[src/rtl/icache_ctrl_if.sv]
// Fetch-side and backing-memory signals of the instruction cache, bundled.
// Latency: none (wires only).
// Backpressure: Stall toward the requester, mem_ack from the memory.
// Ports (slave = cache side):
//   Addr, DataIn, Rd, Wr, createdump  requester -> cache
//   DataOut, Done, Stall, CacheHit, err  cache -> requester
//   mem_rd, mem_addr  cache -> memory
//   mem_data, mem_ack  memory -> cache
interface icache_ctrl_if;
  logic [15:0] Addr;
  logic [15:0] DataIn;
  logic        Rd;
  logic        Wr;
  logic        createdump;
  logic [15:0] DataOut;
  logic        Done;
  logic        Stall;
  logic        CacheHit;
  logic        err;
  logic        mem_rd;
  logic [15:0] mem_addr;
  logic [15:0] mem_data;
  logic        mem_ack;

  modport slave (
    input  Addr, DataIn, Rd, Wr, createdump, mem_data, mem_ack,
    output DataOut, Done, Stall, CacheHit, err, mem_rd, mem_addr
  );

  modport master (
    output Addr, DataIn, Rd, Wr, createdump, mem_data, mem_ack,
    input  DataOut, Done, Stall, CacheHit, err, mem_rd, mem_addr
  );
endinterface

[src/rtl/icache_ctrl.sv]
// Direct-mapped read-only instruction cache, 4 x 16-bit words per line, flop storage.
// Latency: hit answers in the request cycle; miss answers 5 cycles later with a zero-wait memory.
// Backpressure: Stall held for the whole fill; fill advances one word per mem_ack.
// Ports: clk, rst (async, active-low); bus = icache_ctrl_if.slave
//   (requester Addr/Rd/Wr in, DataOut/Done/Stall/CacheHit/err out; memory mem_rd/mem_addr out,
//   mem_data/mem_ack in).
module icache_ctrl #(
  parameter int INDEX_BITS = 3
) (
  input  logic          clk,
  input  logic          rst,
  icache_ctrl_if.slave  bus
);
  localparam int TAG_BITS = 13 - INDEX_BITS;
  localparam int LINES    = 1 << INDEX_BITS;

  typedef enum logic [1:0] {IDLE, FILL, RESP} state_t;

  state_t                r_state;
  state_t                w_next;
  logic [15:0]           r_req_addr;
  logic [1:0]            r_cnt;
  logic [LINES-1:0]      r_valid;
  logic [TAG_BITS-1:0]   r_tag  [LINES];
  logic [15:0]           r_data [LINES][4];

  logic [1:0]            w_offset;
  logic [INDEX_BITS-1:0] w_index;
  logic [TAG_BITS-1:0]   w_tag;
  logic [1:0]            w_req_offset;
  logic [INDEX_BITS-1:0] w_req_index;
  logic [TAG_BITS-1:0]   w_req_tag;
  logic                  w_hit;

  logic                  w_latch;
  logic                  w_fill_we;
  logic                  w_fill_last;
  logic [15:0]           w_data_out;
  logic                  w_done;
  logic                  w_stall;
  logic                  w_cache_hit;
  logic                  w_err;
  logic                  w_mem_rd;
  logic [15:0]           w_mem_addr;
  logic                  w_unused;

  assign w_offset     = bus.Addr[2:1];
  assign w_index      = bus.Addr[3 +: INDEX_BITS];
  assign w_tag        = bus.Addr[15:3+INDEX_BITS];
  assign w_req_offset = r_req_addr[2:1];
  assign w_req_index  = r_req_addr[3 +: INDEX_BITS];
  assign w_req_tag    = r_req_addr[15:3+INDEX_BITS];
  assign w_hit        = r_valid[w_index] && (r_tag[w_index] == w_tag);

  // Write data and the dump hook have no role in a read-only cache.
  assign w_unused = ^{bus.DataIn, bus.createdump, r_req_addr[0]};

  always_comb begin
    w_next      = r_state;
    w_latch     = 1'b0;
    w_fill_we   = 1'b0;
    w_fill_last = 1'b0;
    w_data_out  = '0;
    w_done      = 1'b0;
    w_stall     = 1'b0;
    w_cache_hit = 1'b0;
    w_err       = 1'b0;
    w_mem_rd    = 1'b0;
    w_mem_addr  = '0;
    case (r_state)
      IDLE: begin
        // Any write, or a misaligned read, is rejected without touching state.
        if (bus.Wr || (bus.Rd && bus.Addr[0])) begin
          w_err = 1'b1;
        end else if (bus.Rd) begin
          if (w_hit) begin
            w_done      = 1'b1;
            w_cache_hit = 1'b1;
            w_data_out  = r_data[w_index][w_offset];
          end else begin
            w_latch = 1'b1;
            w_next  = FILL;
          end
        end
      end
      FILL: begin
        // Requester inputs are ignored here; everything comes from r_req_addr.
        w_stall    = 1'b1;
        w_mem_rd   = 1'b1;
        w_mem_addr = {r_req_addr[15:3], r_cnt, 1'b0};
        if (bus.mem_ack) begin
          w_fill_we = 1'b1;
          if (r_cnt == 2'd3) begin
            w_fill_last = 1'b1;
            w_next      = RESP;
          end
        end
      end
      RESP: begin
        w_done     = 1'b1;
        w_data_out = r_data[w_req_index][w_req_offset];
        w_next     = IDLE;
      end
      default: w_next = IDLE;
    endcase
  end

  // Outputs are forced low while reset is held, whatever the inputs do.
  assign bus.DataOut  = rst ? w_data_out : '0;
  assign bus.Done     = rst & w_done;
  assign bus.Stall    = rst & w_stall;
  assign bus.CacheHit = rst & w_cache_hit;
  assign bus.err      = rst & w_err;
  assign bus.mem_rd   = rst & w_mem_rd;
  assign bus.mem_addr = rst ? w_mem_addr : '0;

  always_ff @(posedge clk or negedge rst) begin
    if (!rst) begin
      r_state    <= IDLE;
      r_valid    <= '0;
      r_cnt      <= 2'd0;
      r_req_addr <= '0;
    end else begin
      r_state <= w_next;
      if (w_latch) begin
        r_req_addr       <= bus.Addr;
        // The line is about to be overwritten word by word; drop it now.
        r_valid[w_index] <= 1'b0;
      end
      if (w_fill_we) begin
        r_cnt <= r_cnt + 2'd1;  // wraps to 0 on the final word
      end
      if (w_fill_last) begin
        r_valid[w_req_index] <= 1'b1;
      end
    end
  end

  // Tag and data arrays carry no reset; the valid bits guard them.
  always_ff @(posedge clk) begin
    if (w_fill_we) begin
      r_data[w_req_index][r_cnt] <= bus.mem_data;
    end
    if (w_fill_last) begin
      r_tag[w_req_index] <= w_req_tag;
    end
  end
endmodule

[src/flat_wrapper.sv]
// flat-port wrapper written by rule: the top's interface ports become plain ports
module icache_ctrl_flat 
#(
  parameter int INDEX_BITS = 3
)
  (clk, rst, bus_Addr, bus_DataIn, bus_Rd, bus_Wr, bus_createdump, bus_mem_data, bus_mem_ack, bus_DataOut, bus_Done, bus_Stall, bus_CacheHit, bus_err, bus_mem_rd, bus_mem_addr);
  icache_ctrl_if bus_i ();
  input  logic clk;
  input  logic rst;
  input wire logic [$bits(bus_i.Addr)-1:0] bus_Addr;
  input wire logic [$bits(bus_i.DataIn)-1:0] bus_DataIn;
  input wire logic [$bits(bus_i.Rd)-1:0] bus_Rd;
  input wire logic [$bits(bus_i.Wr)-1:0] bus_Wr;
  input wire logic [$bits(bus_i.createdump)-1:0] bus_createdump;
  input wire logic [$bits(bus_i.mem_data)-1:0] bus_mem_data;
  input wire logic [$bits(bus_i.mem_ack)-1:0] bus_mem_ack;
  output wire logic [$bits(bus_i.DataOut)-1:0] bus_DataOut;
  output wire logic [$bits(bus_i.Done)-1:0] bus_Done;
  output wire logic [$bits(bus_i.Stall)-1:0] bus_Stall;
  output wire logic [$bits(bus_i.CacheHit)-1:0] bus_CacheHit;
  output wire logic [$bits(bus_i.err)-1:0] bus_err;
  output wire logic [$bits(bus_i.mem_rd)-1:0] bus_mem_rd;
  output wire logic [$bits(bus_i.mem_addr)-1:0] bus_mem_addr;
  assign bus_i.Addr = bus_Addr;
  assign bus_i.DataIn = bus_DataIn;
  assign bus_i.Rd = bus_Rd;
  assign bus_i.Wr = bus_Wr;
  assign bus_i.createdump = bus_createdump;
  assign bus_i.mem_data = bus_mem_data;
  assign bus_i.mem_ack = bus_mem_ack;
  assign bus_DataOut = bus_i.DataOut;
  assign bus_Done = bus_i.Done;
  assign bus_Stall = bus_i.Stall;
  assign bus_CacheHit = bus_i.CacheHit;
  assign bus_err = bus_i.err;
  assign bus_mem_rd = bus_i.mem_rd;
  assign bus_mem_addr = bus_i.mem_addr;
  icache_ctrl #(.INDEX_BITS(INDEX_BITS)) u_core (.clk(clk), .rst(rst), .bus(bus_i));
endmodule
[config.mk]
export PLATFORM = sky130hd
export DESIGN_NAME = icache_ctrl_flat
export DESIGN_NICKNAME = d
export VERILOG_FILES = /design/src/rtl/icache_ctrl_if.sv /design/src/rtl/icache_ctrl.sv /design/src/flat_wrapper.sv
export SDC_FILE = /design/constraint.sdc
export NUM_CORES = 1
export LEC_CHECK = 0
export BUFFER_PORTS_ARGS = -buffer_cell sky130_fd_sc_hd__buf_4
export CORE_UTILIZATION = 55
export DETAILED_ROUTE_END_ITERATION = 10
export PLACE_DENSITY = 0.72
export SYNTH_ARGS = -nofsm -noshare
export SYNTH_HDL_FRONTEND = slang
export SYNTH_SLANG_ARGS = --single-unit
[constraint.sdc]
create_clock -name clk -period 4.5 [get_ports clk]
set_clock_uncertainty 0.2 [all_clocks]
set_input_delay 0.9 -clock clk [delete_from_list [all_inputs] [get_ports clk]]
set_output_delay 0.9 -clock clk [all_outputs]
set_load 0.02 [all_outputs]
# Yosys cells after proc, flatten, opt, wreduce, memory -nomap -nowiden
# Memory sizes are Yosys's and may differ from the RTL's.
# Cells that the tools add are included.
# W data, S select, Z words.
# word_totals
ff_bits	28
input_bits	54
output_inout_bits	37
memories	2
ramBits	592
word_cells	92
# classes
n_eq_ne	9
reduce_logical	8
mux	50
n_lt_le_gt_ge	8
bitwise	10
addsub	1
# mem_list
memory	words	width	read_ports	rd_ports_with_merged_regs	wr	line_no	source
u_core.r_data	8	64	2	0	1	icache_ctrl.sv:25	logic [15:0] r_data [LINES][4];
u_core.r_tag	8	10	1	0	1	icache_ctrl.sv:24	logic [TAG_BITS-1:0] r_tag [LINES];
# ops
cell	count
$mux W16	11
$bmux W16 S2	2
$mux W64	1
$demux W16 S2	1
$pmux W16 S2	1
$mux W1	22
$mux W8	2
$eq A10 B10 Y1	1
$mux W2	5
$ge A3 B3 Y1 const B	3
$not A2 Y3	3
$and A8 B8 Y8	1
$lt A3 B4 Y1 const B	2
$ne A2 B2 Y1 const B	4
$not A8 Y8	1
$or A8 B8 Y8	1
$demux W1 S3	2
$ge A3 B1 Y1 const B	2
$logic_and A1 B1 Y1	5
$reduce_and A5 Y1	1
$and A1 B1 Y1	4
$eq A2 B2 Y1 const B	2
$pmux W2 S2	1
$bmux W1 S3	1
other kinds (7)	7

# Logic depth before layout (Yosys ltp)
# logic_depth
word_depth	10
ltp_mapped	12
depth_no_buf	7

# Least setup slack after synthesis
# OpenSTA, ideal clock, no wires.
# synth_timing
path_kind	input to output
start	input bus_Addr[4]
end	output bus_DataOut[5]
slack_ns	0.163
required_ns	3.400
path_stages	9
t_arrival_ns	3.237
path_buffers	5
path_cell_list	buf_6 -> buf_12 -> buf_2 -> buf_2 -> buf_2 -> mux4_2 -> mux4_2 -> mux2i_1 -> o22ai_1
# synth_between
elab_chain_len	9
word_cells_on_any_way	14
cone_classes	eq/ne: 1; mux: 10; reduce/logical: 1; memory: 2
# synth_lines
element	line_no	source
from (decl)	flat_wrapper.sv:10	input wire logic [$bits(bus_i.Addr)-1:0] bus_Addr;
$mem_v2 Z8 W64	-	
$bmux W16 S2	icache_ctrl.sv:79	w_data_out = r_data[w_index][w_offset];
$mux W16 (implied by the code) (2 in series)	icache_ctrl.sv:79	
$mux W16 (*)	icache_ctrl.sv:76	if (w_hit) begin
$mux W16 (*)	icache_ctrl.sv:75	end else if (bus.Rd) begin
$mux W16 (*)	icache_ctrl.sv:73	if (bus.Wr || (bus.Rd && bus.Addr[0])) begin
$pmux W16 S2 (*)	icache_ctrl.sv:70	case (r_state)
$mux W16 (*)	icache_ctrl.sv:109	assign bus.DataOut = rst ? w_data_out : '0;
to (decl)	flat_wrapper.sv:17	output wire logic [$bits(bus_i.DataOut)-1:0] bus_DataOut;
# Every way passes the cells marked *; elsewhere a longest branch is shown, timed or not. The select of a mux whose other input is x is not followed.

# Worst setup path after layout
# layout_timing
start	register u_core.r_req_addr[3]
end	output bus_DataOut[1]
# layout_between
elab_chain_len	6
# layout_lines
element	line_no	source
from (decl)	icache_ctrl.sv:21	logic [15:0] r_req_addr;
from (signal assigned)	icache_ctrl.sv:126	r_req_addr <= bus.Addr;
$mem_v2 Z8 W64	-	
$bmux W16 S2	icache_ctrl.sv:101	w_data_out = r_data[w_req_index][w_req_offset];
$mux W16 (implied by the code) (2 in series)	icache_ctrl.sv:101	
$pmux W16 S2	icache_ctrl.sv:70	
$mux W16	icache_ctrl.sv:109	
# No other way between the ends. The select of a mux whose other input is x is not followed.

==> run metrics <==
Max H-tree Level 2; first-pass GRT wire length 124000 um; post-synthesis mux area share 22.5%; #FFs+latches synth 619; CP Launch Type register; average size of a mapped cell 17.6 um2; core area 51300 um2; Non-Filler Instances 2509; Cells after DPL 2382; Reg area 18500 um2; fin crit share 101%; GRT Resource Usage Total 33.0%; gpl congestion 0.896; Mapped Cells 1616; Post-synth top flop edfxtp_1; status complete, but fails checks; DRC Markers 0; largest net degree at the start of global routing 65; Ys Warns 0; Total Wirelength 87500 um; Clk Latency, worst-skew pair 620 ps; CP required 3400 ps; initial cell density of the core 55.6%; Cell Area, Synth 28500 um2; post-synthesis xor/xnor area fraction 0.276%; critical path cell sequence buf_4, nor2b_1, buf_4, and2_1, a22oi_1, o211a_1, o21ai_0, a31oi_1, o22ai_2, buf_4, buf_4; area of the multi-input gates 9660 um2; most common cell after layout, fill and taps aside edfxtp_1; root buffer cell clkbuf_16; CTS tree done; Wirelength per Cell 34.9 um; worst setup margin -32.5 ps; Die Y 230 um; port bufs 72; die area 52800 um2; Worst Path Arrival 3430 ps; Max-slew headroom 32.6%; Synth async-reset ratio 4.36%; Syn Nets 1674; cts bufs inserted 60; max_cap viols 0; delay of the slowest critical-path stage 580 ps; HPWL Detailed 51700 um; worst vdd ir 369 uV; Crit path top cell by count buf_4; initial DRC count 2908; Hold Vio Cnt, Final 0; pins over their slew limit 0; pre-CTS WS -108 ps; R2R Path Start u_core.r_cnt[1]; Clock Sinks 619; most frequent cells in the layout 592 x edfxtp_1, 210 x mux4_2, 191 x buf_4; worst min-delay path class primary input to async pin; Synth Area in Adders 0.175%; drt pass-1 iters 6; Synth Area in Simple Gates 3.31%; vias in the first global route 18000; Fill cells 3516; GRT overflow 0; CP Max Fanout 12; vias per inst 7.26; violated checks setup timing; nets 1837; Hold Buf Count CTS 0; clock buffer depth 3; WS Path Type register to output port; row cnt 83; share of the yosys chip area belonging to registers 64.7%; Peak Freq 221 MHz; worst-margin pin slew 1010 ps; setup violators final 1; initial antenna violation count 3; pwr/cell area 536 nW/um2; Die Wd 230 um; Post-synth EDFFs 592; clk slew on worst S/H paths 60 ps; Layout area overhead 16.2%; ANT nets after route 0; Compound-Gate Fraction of Synth Area 6.85%; CP endpoint kind output port; Via Count 18200; Slowest cell on crit path dfrtp_4; largest family of logic cells by synthesized area multiplexers; crit path time final 4530 ps; fraction of layout cells with a size suffix above 1 35.8%; crit path launch u_core.r_req_addr[3]; Ports 91; leakage power 11.1 nW; Distinct cells, synth 60
==> power breakdown <==
| part | switching, W | internal [W] | leakage [nW] |
|---|---|---|---|
| logic | 0.00332 | 0.00226 | 4.47 |
| clock network | 0.00212 | 0.00299 | 0.977 |
| registers | 0.000406 | 0.00669 | 5.66 |
| total | 0.00584 | 0.0119 | 11.1 |
==> final cells by class <==
type / count / area share, %
flip-flops and latches: 619 / 55.7
multi-input cells: 860 / 29.1
repair buffers: 229 / 6.48
clock buffers: 76 / 4.89
well taps: 680 / 2.57
clock inverters: 34 / 1.11
inverters: 9 / 0.102
diodes: 2 / 0.0151
==> kinds of logic after synthesis <==
group                      count (synthesis)
DFF                                      619
and+or+nand+nor                          204
other                                      1
muxes                                    363
xor gates and xnor gates                   9
adders and majority gates                  4
buffers and inverters                    137
AOI/OAI and AO/OA                        279
==> path summary, 6_finish.rpt <==
kind                                   endpoint  slack, ps  cells past startpoint
setup / recovery                 bus_DataOut[1]        -30                     11
hold / removal             u_core.r_req_addr[7]        160                      2
setup reg to reg           u_core.r_data[4][15]       1390                      4
hold reg to reg               u_core.r_valid[5]        360                      2
max in group asynchronous  u_core.r_req_addr[5]       3570                      2
min in group clk           u_core.r_req_addr[6]        340                      2
==> flip-flops by register name, summed over array words and instances, names as in the netlist <==
name / count
u_core.r_tag: 80
u_core.r_valid: 8
u_core.r_req_addr: 15
u_core.r_data: 512
u_core.r_cnt: 2
u_core.r_state: 2
==> cells in the mapped netlist, types with 7 or more instances <==
library cell,count,share of area (%)
and3_1,15,0.33
a22o_1,19,0.58
a21oi_1,53,0.93
o21ai_0,47,0.82
nand2_1,50,0.66
o211ai_1,7,0.18
nor2_1,85,1.1
a221o_1,9,0.32
dfrtp_1,27,2.4
mux2_2,59,2.3
and2_1,9,0.20
nor2b_1,10,0.22
inv_1,8,0.11
buf_1,18,0.24
a31oi_1,12,0.26
buf_2,41,0.72
o22ai_1,18,0.39
nand3_1,11,0.19
a211oi_1,7,0.18
a221oi_1,43,1.3
o2bb2ai_1,7,0.21
a22oi_1,29,0.76
edfxtp_1,592,62
mux4_2,210,17
mux2i_1,86,3.0
clkbuf_1,61,0.80
==> repair_timing <==
item	CTS	global route
gates cloned	0	5
pin swaps	0	4
setup endpoints to repair	4	14
setup buffers	1	9
resized for setup	5	32
==> worst max-delay path: cells and delay by family, from the launching register on <==
| kind | cells | cell delay (ps) |
|---|---|---|
| compound gates | 5 | 870 |
| buf+inv | 4 | 810 |
| flops | 1 | 580 |
| simple gates | 2 | 530 |
==> metal layers <==
metal / part of all wire, % / track usage [%] / up-vias
met5: 0 / 0 / -
met4: 6.2 / 18.0 / 0
met3: 13 / 8.57 / 344
met2: 46 / 50.2 / 1457
met1: 35 / 43.9 / 9303
li1: - / - / 7113
==> per-stage QoR <==
| stage | TNS, ps | cell area, um2 | utilization, % | total power [W] | hold slack (ps) |
|---|---|---|---|---|---|
| floorplan | 0 | 28500 | - | 0.0102 | 309 |
| global placement | -190 | 30700 | 59.9 | 0.0122 | 329 |
| detailed placement | -161 | 30700 | 59.9 | 0.0124 | 349 |
| CTS | -0.593 | 32800 | 63.9 | 0.0175 | 166 |
| global route | -92.4 | 33200 | 64.6 | 0.0182 | 192 |
| finish | -32.5 | 33200 | 64.6 | 0.0178 | 164 |
(Power assumes the default switching activity.)
